## config.mk

```make
export PLATFORM = sky130hd
export DESIGN_NAME = oled_text_scheduler
export DESIGN_NICKNAME = d
export VERILOG_FILES = /design/src/rtl/oled_text_scheduler.sv
export SDC_FILE = /design/constraint.sdc
export NUM_CORES = 1
export LEC_CHECK = 0
export ABC_AREA = 0
export BUFFER_PORTS_ARGS = -buffer_cell sky130_fd_sc_hd__buf_4
export CAP_MARGIN = 40
export CORE_UTILIZATION = 65
export CTS_BUF_LIST = sky130_fd_sc_hd__clkbuf_8
export DETAILED_ROUTE_END_ITERATION = 7
export PLACE_DENSITY = 0.78
export SKIP_LAST_GASP = 1
export SYNTH_ARGS = -nofsm -noshare
export SYNTH_HDL_FRONTEND = slang
export SYNTH_SLANG_ARGS = --single-unit
```

## constraint.sdc

```tcl
create_clock -name clk -period 6.9 [get_ports clk]
set_input_delay 0.345 -clock clk [delete_from_list [all_inputs] [get_ports clk]]
set_output_delay 0.345 -clock clk [all_outputs]
set_load 0.05 [all_outputs]
```

## src/rtl/oled_text_scheduler.sv

```systemverilog
// oled_text_scheduler: init list, 32-cell shadow buffer and
// dirty-cell streaming onto the 9-bit OLED driver command port.
module oled_text_scheduler #(
  parameter int unsigned COLS      = 16,
  parameter logic [6:0]  ROW1_BASE = 7'h40,
  parameter bit          INIT_WAIT = 1'b1
) (
  input  logic       clk,
  input  logic       reset,
  input  logic       wr_en,
  input  logic [4:0] wr_addr,
  input  logic [7:0] wr_data,
  input  logic       refresh_all,
  output logic       init_done,
  output logic       idle,
  input  logic       oled_ready,
  output logic [8:0] oled_cmd,
  output logic       oled_strobe,
  output logic       oled_wait
);

  typedef enum logic [1:0] {
    S_INIT,
    S_SCAN,
    S_ADDR,
    S_DATA
  } state_t;

  localparam logic [3:0] LAST_COL = 4'(COLS - 1);

  state_t      r_state;
  logic [2:0]  r_init_idx;
  logic [7:0]  r_buf [32];
  logic [31:0] r_dirty;
  logic [6:0]  r_cur;
  logic        r_cur_vld;
  logic [4:0]  r_ptr;
  logic        r_strobe;
  logic [8:0]  r_cmd;
  logic        r_wait;
  logic        r_init_done;

  logic        w_issue;
  logic [6:0]  w_addr7;
  logic [8:0]  w_init_cmd;
  logic        w_data_issue;
  logic [31:0] w_dirty_nxt;

  // A new command may only follow a cycle with strobe low.
  assign w_issue = oled_ready & ~r_strobe;

  assign w_addr7 = (r_ptr[4] ? ROW1_BASE : 7'h00)
                 + {3'b000, r_ptr[3:0]};

  assign w_data_issue = (r_state == S_DATA) & w_issue;

  always_comb begin
    w_init_cmd = 9'h017;
    unique case (r_init_idx)
      3'd0:    w_init_cmd = 9'h038;
      3'd1:    w_init_cmd = 9'h00C;
      3'd2:    w_init_cmd = 9'h001;
      3'd3:    w_init_cmd = 9'h006;
      default: w_init_cmd = 9'h017;
    endcase
  end

  // Host set is applied after the send clear so a colliding write wins.
  always_comb begin
    w_dirty_nxt = r_dirty;
    if (w_data_issue)
      w_dirty_nxt[r_ptr] = 1'b0;
    if (refresh_all)
      w_dirty_nxt = '1;
    if (wr_en)
      w_dirty_nxt[wr_addr] = 1'b1;
  end

  always_ff @(posedge clk or negedge reset) begin
    if (!reset) begin
      r_state     <= S_INIT;
      r_init_idx  <= 3'd0;
      for (int i = 0; i < 32; i++)
        r_buf[i] <= 8'h20;
      r_dirty     <= '0;
      r_cur       <= 7'h00;
      r_cur_vld   <= 1'b0;
      r_ptr       <= 5'd0;
      r_strobe    <= 1'b0;
      r_cmd       <= 9'h000;
      r_wait      <= 1'b0;
      r_init_done <= 1'b0;
    end else begin
      r_strobe <= 1'b0;
      r_dirty  <= w_dirty_nxt;
      if (wr_en)
        r_buf[wr_addr] <= wr_data;

      unique case (r_state)
        S_INIT: begin
          if (w_issue) begin
            r_strobe <= 1'b1;
            r_cmd    <= w_init_cmd;
            r_wait   <= INIT_WAIT;
            if (r_init_idx == 3'd4) begin
              r_init_done <= 1'b1;
              r_cur_vld   <= 1'b0;
              r_state     <= S_SCAN;
            end else begin
              r_init_idx <= r_init_idx + 3'd1;
            end
          end
        end
        S_SCAN: begin
          if (r_dirty[r_ptr]) begin
            if (r_cur_vld && (r_cur == w_addr7))
              r_state <= S_DATA;
            else
              r_state <= S_ADDR;
          end else begin
            r_ptr <= r_ptr + 5'd1;
          end
        end
        S_ADDR: begin
          if (w_issue) begin
            r_strobe <= 1'b1;
            r_cmd    <= {2'b01, w_addr7};
            r_wait   <= INIT_WAIT;
            r_state  <= S_DATA;
          end
        end
        S_DATA: begin
          if (w_issue) begin
            r_strobe  <= 1'b1;
            r_cmd     <= {1'b1, r_buf[r_ptr]};
            r_wait    <= INIT_WAIT;
            r_cur     <= w_addr7 + 7'd1;
            r_cur_vld <= (r_ptr[3:0] != LAST_COL);
            r_ptr     <= r_ptr + 5'd1;
            r_state   <= S_SCAN;
          end
        end
        default: r_state <= S_INIT;
      endcase

      if (refresh_all)
        r_cur_vld <= 1'b0;
    end
  end

  assign idle = r_init_done & ~|r_dirty
              & (r_state == S_SCAN)
              & oled_ready & ~r_strobe;

  assign init_done   = r_init_done;
  assign oled_cmd    = r_cmd;
  assign oled_strobe = r_strobe;
  assign oled_wait   = r_wait;

endmodule

```

=== After elaboration in Yosys (flattened, before gate mapping) ===
Index checks and enable logic that the tools add are counted.

* Add/subtract/negate cells: 4
* Magnitude comparators: 7
* Equal/unequal tests: 18
* Muxes and demuxes: 38
* Bitwise logic cells: 13
* Reduce and logical (&&, ||, !) cells: 20

{| class="wikitable"
|+ Operators by type and width
! operator !! count
|-
| $bwmux W256 || 1
|-
| $mux W32 || 3
|-
| $bmux W8 S5 || 1
|-
| $demux W8 S5 || 1
|-
| $and A32 B32 Y32 || 1
|-
| $not A32 Y32 || 1
|-
| $or A32 B32 Y32 || 1
|-
| $reduce_or A32 Y1 || 1
|-
| $mux W9 || 3
|-
| $pmux W9 S3 || 1
|-
| $mux W8 || 3
|-
| $pmux W6 S4 || 1
|-
| $ge A6 B6 Y1 const B || 2
|-
| $lt A5 B6 Y1 const B || 2
|-
| $ne A2 B2 Y1 const B || 6
|-
| $not A5 Y6 || 2
|-
| $demux W1 S5 || 2
|-
| $ge A5 B1 Y1 const B || 2
|-
| $mux W1 || 10
|-
| $mux W2 || 5
|-
| $mux W5 || 2
|-
| $pmux W5 S2 || 1
|-
| $ne A3 B3 Y1 const B || 3
|-
| $reduce_and A3 Y1 || 3
|-
| other kinds (28) || 42
|}

* Bits in registers: 318
* Output and inout bits: 13
* Logic and storage cells: 142

=== Longest topological paths before layout ===
Gate-level depths: netlist of the first run.

* Word-level depth: 10
* Mapped depth: 11

=== Worst setup path before layout of the first run ===
OpenSTA, ideal clock, no wires.

* Path kind: register -> output
* Start point: reg r_state[1]
* End point: out idle
* Arrival time: 2.126 ns
* Slack: 4.429 ns
* Cell stages (with the launch flop): 6
* Path through: dfrtp_1 inv_1 ha_1 nor4b_1 nand4_1 nor3_1

* Longest elaborated chain between the ends: 4

{| class="wikitable"
|+ RTL lines
! element !! RTL line !! RTL
|-
| from (decl) || 31 || <nowiki>state_t r_state;</nowiki>
|-
| from (signal assigned) || 81 || <nowiki>r_state <= S_INIT;</nowiki>
|-
| from (signal assigned) || 108 || <nowiki>r_state <= S_SCAN;</nowiki>
|-
| from (signal assigned) || 117 || <nowiki>r_state <= S_DATA;</nowiki>
|-
| $eq A2 B1 Y1 || 152 || <nowiki>& (r_state == S_SCAN)</nowiki>
|-
| $and A1 B1 Y1 || 152 ||
|-
| $and A1 B1 Y1 (2 in series) || 153 || <nowiki>& oled_ready & ~r_strobe;</nowiki>
|-
| to (decl) || 15 || <nowiki>output logic idle,</nowiki>
|}

Every way passes these cells.

=== Final worst setup path of the first run ===
* Start point: reg r_ptr[0]
* End point: reg r_cmd[7], in the netlist oled_cmd[7]

* Longest elaborated chain between the ends: 6

{| class="wikitable"
|+ RTL lines
! element !! RTL line !! RTL
|-
| from (decl) || 37 || <nowiki>logic [4:0] r_ptr;</nowiki>
|-
| from (signal assigned) || 121 || <nowiki>r_ptr <= r_ptr + 5'd1;</nowiki>
|-
| from (signal assigned) || 139 || <nowiki>r_ptr <= r_ptr + 5'd1;</nowiki>
|-
| $not A5 Y6 (not written as such) || 135 || <nowiki>r_cmd <= {1'b1, r_buf[r_ptr]};</nowiki>
|-
| $bmux W8 S5 || 135 ||
|-
| $mux W8 (not written as such) (2 in series) || 135 ||
|-
| $mux W9 || 133 || <nowiki>if (w_issue) begin</nowiki>
|-
| $pmux W9 S3 || 99 || <nowiki>unique case (r_state)</nowiki>
|-
| to (signal assigned) || 103 || <nowiki>r_cmd <= w_init_cmd;</nowiki>
|-
| to (signal assigned) || 127 || <nowiki>r_cmd <= {2'b01, w_addr7};</nowiki>
|-
| to (signal assigned) || 135 ||
|-
| to (decl) || 39 || <nowiki>logic [8:0] r_cmd;</nowiki>
|}

Every way passes these cells. The select of a mux whose other input is x is not followed.
A chain may end at the register's enable or synchronous reset.

==> flow_summary.toml, run 1 <==
[clocking]
cts_made_buffers = 52
clock_latency_ns = 0.59
clock-sinks = 317
cts_resized = 0
clockBufferDepth = 3
cts_tree = "built"
cts_root_buf = "clkbuf_8"
clkTransAtPathRegs_ns = 0.06
htreeDepth = 2

[grt]
grt_max_degree = 128
grt_pass1_wl_um = 59700
grt_use_total_pct = 33.6
grt_pass1_vias = 10200
grt_overflow = 0
antenna_found_initial = 1

[power_and_ir_drop]
power.density_nw_per_um2 = 384
p_sw_share_pct = 35.1
p_sw_uw = 2260
seqPwrFrac_pct = 41.1
peakVddDrop_mv = 0.275
clock_power_share_pct = 24.4
leakage_uw = 0.00728
intPower_uw = 4170
comb_power_share_pct = 34.5

[synthesis]
synth_edf_count = 0
postSynthAreaPerCell_um2 = 13.7
syn-cell-area_um2 = 15100
postSynthCellCount = 1108
ys.flop_type = "dfrtp_1"
async_flop_share_pct = 100
ys_ff_latch = 317
ys_types = 66
yosys_warnings = 0
ys_seq_area_share_pct = 52.7
syn-num-nets = 1141

[timing]
finalSetupViolations = 0
fin_ws_ns = 3.69
fin_crit_ns = 3.21
slew-limit-headroom_pct = 36.5
worst_slew_pin_slew_ns = 0.953
rsz0062_at_grt = "false"
post-route-period-util_pct = 46.6
timing.fmax_ghz = 0.311
finalHoldViolCount = 0
slew_viol_final = 0
fin_skew_ns = 0.0280
fin_setup_tns_ns = 0

[worst_setup_path]
end_kind = "register"
crit_path_start_kind = "register"
crit_type = "register to register"
arrival_ns = 3.69
worstPathRequired_ns = 7.38
cp_max_fo = 45

[outcome]
status = "finished, final reports clean"

[floorplan]
placeableCoreArea_um2 = 22700
initial_core_util_pct = 66.7
io_pins = 31
fp.dieH_um = 155
fp.dieW_um = 155
die-area_um2 = 23900
num_rows = 55

[routing]
drtAntennaViolNets = 0
vias = 9851
drc = 0
wire_per_inst_um = 25.6
drt-vias-per-instance = 6.67
drt_iter0_markers = 1122
dr.pass1.iters = 7
wirelength_um = 37900

[flow_run]
maxCapViolations = 0

[place]
dpl.hpwl_um = 24600
portBuffers = 30
pre_cts_ws_ns = 3.65
place.gp.congestion = 0.943
dpl_cell_area_um2 = 15700

[worst_hold_path]
hp-class = "input pin to register"

[finish]
final_util_pct = 73.8
syn2layout_area_growth_pct = 10.6
final_nets = 1184
final_cell_area_um2 = 16700
n_antenna_cell = 0
layout-drive-gt1-share_pct = 41.8
[metrics by stage]
| stage | instances | power, uW | hold WS [ns] |
|---|---|---|---|
| global route | 1478 | 6750 | 0.184 |
| CTS | 1478 | 6440 | 0.143 |
| detailed placement | 1381 | 4860 | 0.459 |
| finish | 1478 | 6430 | 0.179 |
| floorplan | 1108 | 4210 | 0.0494 |
| global placement | 1369 | 4770 | 0.467 |
[placed cells by master, fill, tap and decap left out, types with 4 or more instances in the layout]
cell type | synthesis | final
dfstp_2 | 32 | 32
nand2_1 | 70 | 70
nor2b_1 | 9 | 9
a22oi_1 | 8 | 8
nand3_1 | 14 | 14
nor3_1 | 7 | 7
inv_1 | 10 | 37
nor3b_1 | 6 | 6
mux2_2 | 263 | 263
a21oi_1 | 13 | 13
xnor2_1 | 11 | 11
a31oi_1 | 6 | 6
buf_6 | 1 | 7
or3_1 | 4 | 4
clkbuf_8 | 0 | 64
mux4_2 | 63 | 63
nor4_1 | 7 | 7
mux2i_1 | 25 | 25
a211o_1 | 5 | 5
nor2_1 | 58 | 58
ha_1 | 15 | 15
nand2b_1 | 5 | 5
o21ai_0 | 40 | 40
nand3b_1 | 22 | 22
dfrtp_1 | 285 | 282
buf_4 | 2 | 48
o211ai_1 | 5 | 5
[worst paths after layout]
check / slack [ns] / from / to / cells after the start
max: 3.69 / r_ptr[0] / oled_cmd[7] / 7
min: 0.18 / refresh_all / r_cur_vld / 2
max reg2reg: 3.69 / r_ptr[0] / oled_cmd[7] / 7
min reg2reg: 0.49 / oled_wait / oled_wait / 1
max in group asynchronous: 5.10 / reset / r_buf[181] / 4
min in group asynchronous: 0.43 / reset / r_buf[112] / 2
[synth_stat cells, types with 14 or more instances]
cell | number | area share (%)
dfrtp_1 | 285 | 47
mux4_2 | 63 | 9.4
nor2_1 | 58 | 1.4
nand2_1 | 70 | 1.7
mux2i_1 | 25 | 1.7
dfstp_2 | 32 | 5.6
nand3_1 | 14 | 0.46
ha_1 | 15 | 1.2
buf_2 | 16 | 0.53
o21ai_0 | 40 | 1.3
nand3b_1 | 22 | 1.1
clkbuf_1 | 46 | 1.1
mux2_2 | 263 | 20
[layer usage]
| layer | track usage (%) | wire length (um) |
|---|---|---|
| met5 | 0 | 13 |
| met4 | 14.9 | 1570 |
| met3 | 8.29 | 3200 |
| met2 | 51.8 | 17700 |
| met1 | 45.7 | 15400 |
[cells by family after synthesis]
| kind of cell | after synthesis | share of synthesized area, % |
|---|---|---|
| adders and majority gates | 15 | 1.24 |
| buffers and inverters | 81 | 2.31 |
| DFF | 317 | 52.7 |
| muxes | 358 | 31.4 |
| AOI/OAI and AO/OA | 105 | 4.46 |
| and+or+nand+nor | 220 | 7.27 |
| xor gates and xnor gates | 12 | 0.694 |
[power groups by stage]
stage / clock network [uW] / registers (uW) / logic [uW]
2_1_floorplan: 0 / 2540 / 1670
3_3_place_gp: 0 / 2640 / 2130
3_5_place_dp: 0 / 2660 / 2200
4_1_cts: 1600 / 2630 / 2200
5_1_grt: 1680 / 2690 / 2380
6_report: 1570 / 2640 / 2220
[sequential cells by signal (all words and copies together) (netlist names), 2 cells and up]
name,count
r_ptr,5
r_state,2
oled_cmd,9
r_cur,6
r_init_idx,3
r_dirty,32
r_buf,256
[area by class of cell]
class,instances,area [um^2]
repair buffers,60,547
well taps,285,357
clock buffers,64,881
clock inverters,32,131
fillers,1471,5960
flip-flops and latches,317,7980
inverters,10,37.5
multi-input cells,710,6820
[critical path: stages (launching register included)]
cell,delay [ns]
dfrtp_4,0.98
buf_4,0.68
mux4_2,0.60
mux2i_1,0.18
nor2_1,0.06
a31oi_1,0.28
o221ai_1,0.16
o211a_1,0.15
[timing repair]
action,in CTS,in global routing
endpoints found under the hold margin,112,0
endpoints found under the setup margin,0,0
hold buffers,1,0
setup buffers,0,0
No activity file was read; power rests on OpenSTA's default activity.
==> run 2, diff against run 1 <==
--- a/config.mk
+++ b/config.mk
@@ -8,10 +8,10 @@
 export ABC_AREA = 0
 export BUFFER_PORTS_ARGS = -buffer_cell sky130_fd_sc_hd__buf_4
 export CAP_MARGIN = 40
-export CORE_UTILIZATION = 65
+export CORE_UTILIZATION = 59
 export CTS_BUF_LIST = sky130_fd_sc_hd__clkbuf_8
 export DETAILED_ROUTE_END_ITERATION = 7
-export PLACE_DENSITY = 0.78
+export PLACE_DENSITY = 0.75
 export SKIP_LAST_GASP = 1
 export SYNTH_ARGS = -nofsm -noshare
 export SYNTH_HDL_FRONTEND = slang
==> constraint.sdc (replaced) <==
create_clock -name clk -period 2.9 [get_ports clk]
set_input_delay 0.145 -clock clk [delete_from_list [all_inputs] [get_ports clk]]
set_output_delay 0.145 -clock clk [all_outputs]
set_load 0.05 [all_outputs]
==> flow_summary.toml, run 2 (synthesized netlist as in run 1, its figures left out) <==
[timing]
finalHoldViolCount = 0
timing.hold.ws_ns = 0.114
worst_slew_pin_slew_ns = 0.769
fin_skew_ns = 0.0170
post-route-period-util_pct = 90.5
timing.fmax_ghz = 0.381
fin_crit_ns = 2.63
rsz0062_at_grt = "false"
fin_setup_tns_ns = 0
slew-limit-headroom_pct = 48.7
finalSetupViolations = 0
slew_viol_final = 0

[floorplan]
fp.dieH_um = 162
die-area_um2 = 26300
fp.dieW_um = 162
initial_core_util_pct = 60.1
num_rows = 58
placeableCoreArea_um2 = 25200
io_pins = 31

[place]
portBuffers = 30
dpl.hpwl_um = 25000
place.gp.congestion = 0.932

[worst_setup_path]
rr_startpoint = "r_ptr[1]"
regToRegEndpoint = "r_state[0]"
arrival_ns = 3.08
worstPathRequired_ns = 3.35
crit_path_start_kind = "register"
crit_path_top_delay_cell = "dfrtp_4"
crit_type = "register to register"
rrSetupSlack_ns = 0.27
end_kind = "register"
r2r_cells = 6
crit_chain = "mux2_2, a222oi_1, mux2i_1, nor4_4, nor2_2, mux2_1"
cp_max_fo = 24
max_stage_delay_ns = 0.65

[grt]
use_met3_pct = 6.10
grt_overflow = 0
top_usage_layer = "met2"
grt_pass1_vias = 10100
grt_use_total_pct = 30.0
grt_pass1_wl_um = 59300
gr-usage-met1_pct = 43.3
grt_max_degree = 94
antenna_found_initial = 1
met2_usage_pct = 46.4

[routing]
drt_iter0_markers = 979
wire_per_inst_um = 24.5
drc = 0
drt-vias-per-instance = 6.37
drtAntennaViolNets = 0
vias = 9793
dr.pass1.iters = 6
wirelength_um = 37600

[finish]
syn2layout_area_growth_pct = 11.9
layout-drive-gt1-share_pct = 42.5
n_antenna_cell = 0
final_nets = 1199
regArea_um2 = 7980
final_util_pct = 67.3
regMostFlops = "r_buf"
mostFrequentLayoutCells = "dfrtp_1 (282), mux2_2 (263), nand2_1 (70)"
multi_input_area_um2 = 6820
nFillCells = 1795
largest_reg_flops = 256
final_common_cell = "dfrtp_1"

[clocking]
clockBufferDepth = 3
clkTransAtPathRegs_ns = 0.06
clock-sinks = 317
cts_tree = "built"
clock_latency_ns = 0.57
cts_made_buffers = 52
cts_root_buf = "clkbuf_8"
htreeDepth = 2
post-cts-setup-buffers = 0

[flow_run]
maxCapViolations = 0

[power_and_ir_drop]
leakage_uw = 0.00737
peakVddDrop_mv = 0.846
power.density_nw_per_um2 = 921
p_total_uw = 15600

[worst_hold_path]
hp-class = "input pin to register"
min_from = "oled_ready"
min_path_cells = 3
min_to = "oled_strobe"

[outcome]
status = "finished, final reports clean"
-- run 2: cell types whose count changed in the layout (fill, tap and decap cells not counted), sizes merged --
cell	delta
clkinv	-1
clkinvlp	-2
bufinv	+1
dlygate4sd3	+1
buf	+14
inv	-1
clkbuf	+3
-- run 2: worst max-delay path: cells and delay by family, from the launching register on --
family	cells	cell delay, ns
AOI/OAI and AO/OA	1	0.35
DFF	1	0.65
muxes	3	0.87
and+or+nand+nor	2	0.62
-- run 2: worst max path at each step --
| stage | slack, ns | end | start |
|---|---|---|---|
| after floorplan | 0.53 | r_ptr[1] | r_ptr[1] |
| after global placement | 0.34 | r_state[1] | r_ptr[1] |
| after detailed placement | 0.32 | r_state[0] | r_ptr[1] |
| after CTS | 0.28 | r_state[0] | r_ptr[1] |
| after global routing | 0.11 | r_state[1] | r_ptr[1] |
| final | 0.27 | r_state[0] | r_ptr[1] |
-- run 2: per-layer routing --
layer	vias up	wire (um)
li1	4208	-
met1	5108	16400
met2	388	17500
met3	87	2730
met4	2	962
met5	-	13
-- run 2: final cells by class --
type | count | share of cell area [%]
Clock buffer | 67 | 5.44
Timing Repair Buffer | 75 | 3.77
Clock inverter | 29 | 0.812
Inverter | 10 | 0.222
Sequential cell | 317 | 47.1
Tap cell | 330 | 2.44
Multi-Input combinational cell | 710 | 40.2
-- run 2: power by group --
part	leakage [uW]	total [uW]	switching, uW	internal (uW)
combinational	0.00290	5610	2960	2650
sequential	0.00383	6120	719	5400
clock	0.000642	3880	1730	2150
total	0.00737	15600	5410	10200
-- run 2: per-stage QoR --
step / instance area, um^2 / setup slack (ns) / instances
3_5_place_dp: 15900 / 0.322 / 1440
3_3_place_gp: 15900 / 0.337 / 1440
6_report: 16900 / 0.274 / 1538
5_1_grt: 16900 / 0.108 / 1538
2_1_floorplan: 15100 / 0.532 / 1108
4_1_cts: 16900 / 0.275 / 1538
-- run 2: repair_timing --
action	in CTS	in global routing
endpoints found under the hold margin	76	0
gates resized for setup	0	0
hold buffers	2	0
==> run 3, diff against run 2 <==
--- a/config.mk
+++ b/config.mk
@@ -8,10 +8,10 @@
 export ABC_AREA = 0
 export BUFFER_PORTS_ARGS = -buffer_cell sky130_fd_sc_hd__buf_4
 export CAP_MARGIN = 40
-export CORE_UTILIZATION = 59
-export CTS_BUF_LIST = sky130_fd_sc_hd__clkbuf_8
+export CORE_UTILIZATION = 57
+export CTS_BUF_LIST = sky130_fd_sc_hd__clkbuf_16
 export DETAILED_ROUTE_END_ITERATION = 7
-export PLACE_DENSITY = 0.75
+export PLACE_DENSITY = 0.72
 export SKIP_LAST_GASP = 1
 export SYNTH_ARGS = -nofsm -noshare
 export SYNTH_HDL_FRONTEND = slang
==> flow_summary.toml, run 3 (synthesized netlist as in run 1, its figures left out) <==
[outcome]
status = "finished, final reports clean"

[routing]
drc = 0
wirelength_um = 37600
dr.pass1.iters = 6
drtAntennaViolNets = 0
vias = 9631
wire_per_inst_um = 25.0
drt_iter0_markers = 940
drt-vias-per-instance = 6.40

[clocking]
clockBufferDepth = 3
cts_root_buf = "clkbuf_16"
clkTransAtPathRegs_ns = 0.06
clock-sinks = 317
post-cts-setup-buffers = 0
cts_tree = "built"
clock_latency_ns = 0.51
htreeDepth = 2
cts_made_buffers = 34

[flow_run]
maxCapViolations = 0

[grt]
grt_pass1_wl_um = 58900
grt_use_total_pct = 29.3
grt_max_degree = 83
antenna_found_initial = 0
grt_overflow = 0
grt_pass1_vias = 9673

[timing]
finalSetupViolations = 0
worst_slew_pin_slew_ns = 0.650
fin_skew_ns = 0.0190
fin_setup_tns_ns = 0
finalHoldViolCount = 0
timing.fmax_ghz = 0.391
slew-limit-headroom_pct = 56.7
post-route-period-util_pct = 88.2
fin_crit_ns = 2.56
rsz0062_at_grt = "false"
slew_viol_final = 0
fin_ws_ns = 0.343

[worst_setup_path]
crit_path_start_kind = "register"
r2r_cells = 8
endpoint = "oled_cmd[1]"
startpoint = "r_state[0]"
path_common_cell = "a21oi_1"
crit_chain = "inv_1, ha_1, or3_1, a21oi_1, buf_4, nand3_1, a221oi_1, a21oi_1"
rrSetupSlack_ns = 0.34
max_stage_delay_ns = 0.45
cp_max_fo = 13
crit_path_top_delay_cell = "a21oi_1"
critPathTopFamily = "compound AO/OA/AOI/OAI gates"
path_depth = 8
regToRegEndpoint = "oled_cmd[1]"
crit_buf_inv = 2
worstPathRequired_ns = 3.28
arrival_ns = 2.94
rr_startpoint = "r_state[0]"
end_kind = "register"
crit_type = "register to register"

[place]
pre_cts_ws_ns = 0.380
dpl_cell_area_um2 = 15900
dpl.hpwl_um = 24600
dp.cells = 1443
portBuffers = 30
place.gp.congestion = 0.922

[floorplan]
fp.dieH_um = 165
num_rows = 59
die-area_um2 = 27200
fp.dieW_um = 165
initial_core_util_pct = 58.1
io_pins = 31
placeableCoreArea_um2 = 26100

[power_and_ir_drop]
clock_power_share_pct = 27.0
peakVddDrop_mv = 0.870
p_sw_share_pct = 33.9
leakage_uw = 0.00729
intPower_uw = 10600
comb_power_share_pct = 35.3
seqPwrFrac_pct = 37.8
power.density_nw_per_um2 = 947
p_sw_uw = 5450

[finish]
final_nets = 1178
final_common_cell = "dfrtp_1"
mostFrequentLayoutCells = "dfrtp_1 (282), mux2_2 (263), nand2_1 (70)"
largest_reg_flops = 256
final_cell_area_um2 = 17000
stdcell_count = 1506
n_antenna_cell = 0
nFillCells = 1935
regMostFlops = "r_buf"
syn2layout_area_growth_pct = 12.2
layout-drive-gt1-share_pct = 41.9

[worst_hold_path]
hp-class = "input pin to register"
min_from = "refresh_all"
-- run 3: how the worst min path moves through the flow --
stage / end / cells after the start
global route: r_cur_vld / 2
finish: r_cur_vld / 2
detailed placement: r_buf[114] / 1
floorplan: init_done / 0
global placement: r_buf[106] / 1
CTS: r_cur_vld / 2
-- run 3: final cells by class --
| type | instances | area (um^2) | area share (%) |
|---|---|---|---|
| tap | 335 | 419 | 2.47 |
| timing repair buffer | 72 | 613 | 3.61 |
| inverter | 10 | 37.5 | 0.221 |
| clock inverter | 25 | 198 | 1.16 |
| sequential | 317 | 7980 | 47.0 |
| clock buffer | 37 | 926 | 5.45 |
| multi-input combinational | 710 | 6820 | 40.1 |
-- run 3: routing by layer --
metal / global-route usage [%] / part of all wire (%)
met1: 43.2 / 46
met4: 7.42 / 2.1
met2: 45.4 / 47
met5: 0 / 0
met3: 4.67 / 5.0
-- run 3: metrics by stage --
| step | utilization [%] | hold slack (ns) | power [uW] |
|---|---|---|---|
| 3_3_place_gp | 60.8 | 0.188 | 11600 |
| 5_1_grt | 65.2 | 0.0858 | 16900 |
| 4_1_cts | 65.2 | 0.0513 | 16100 |
| 3_5_place_dp | 60.8 | 0.190 | 11700 |
| 6_report | 65.2 | 0.0621 | 16100 |
| 2_1_floorplan | - | -0.151 | 10000 |
-- run 3: power groups by stage --
stage / registers [uW] / clock network [uW] / logic (uW)
after CTS: 6060 / 4410 / 5660
after global routing: 6180 / 4580 / 6090
after global placement: 6090 / 0 / 5530
final: 6070 / 4340 / 5680
after floorplan: 6030 / 0 / 3980
after detailed placement: 6120 / 0 / 5620
-- run 3: repair_timing --
action | CTS | global route
gates resized for setup | 0 | 0
endpoints found under the setup margin | 0 | 0
hold buffers | 1 | 0
hold endpoints to repair | 69 | 0
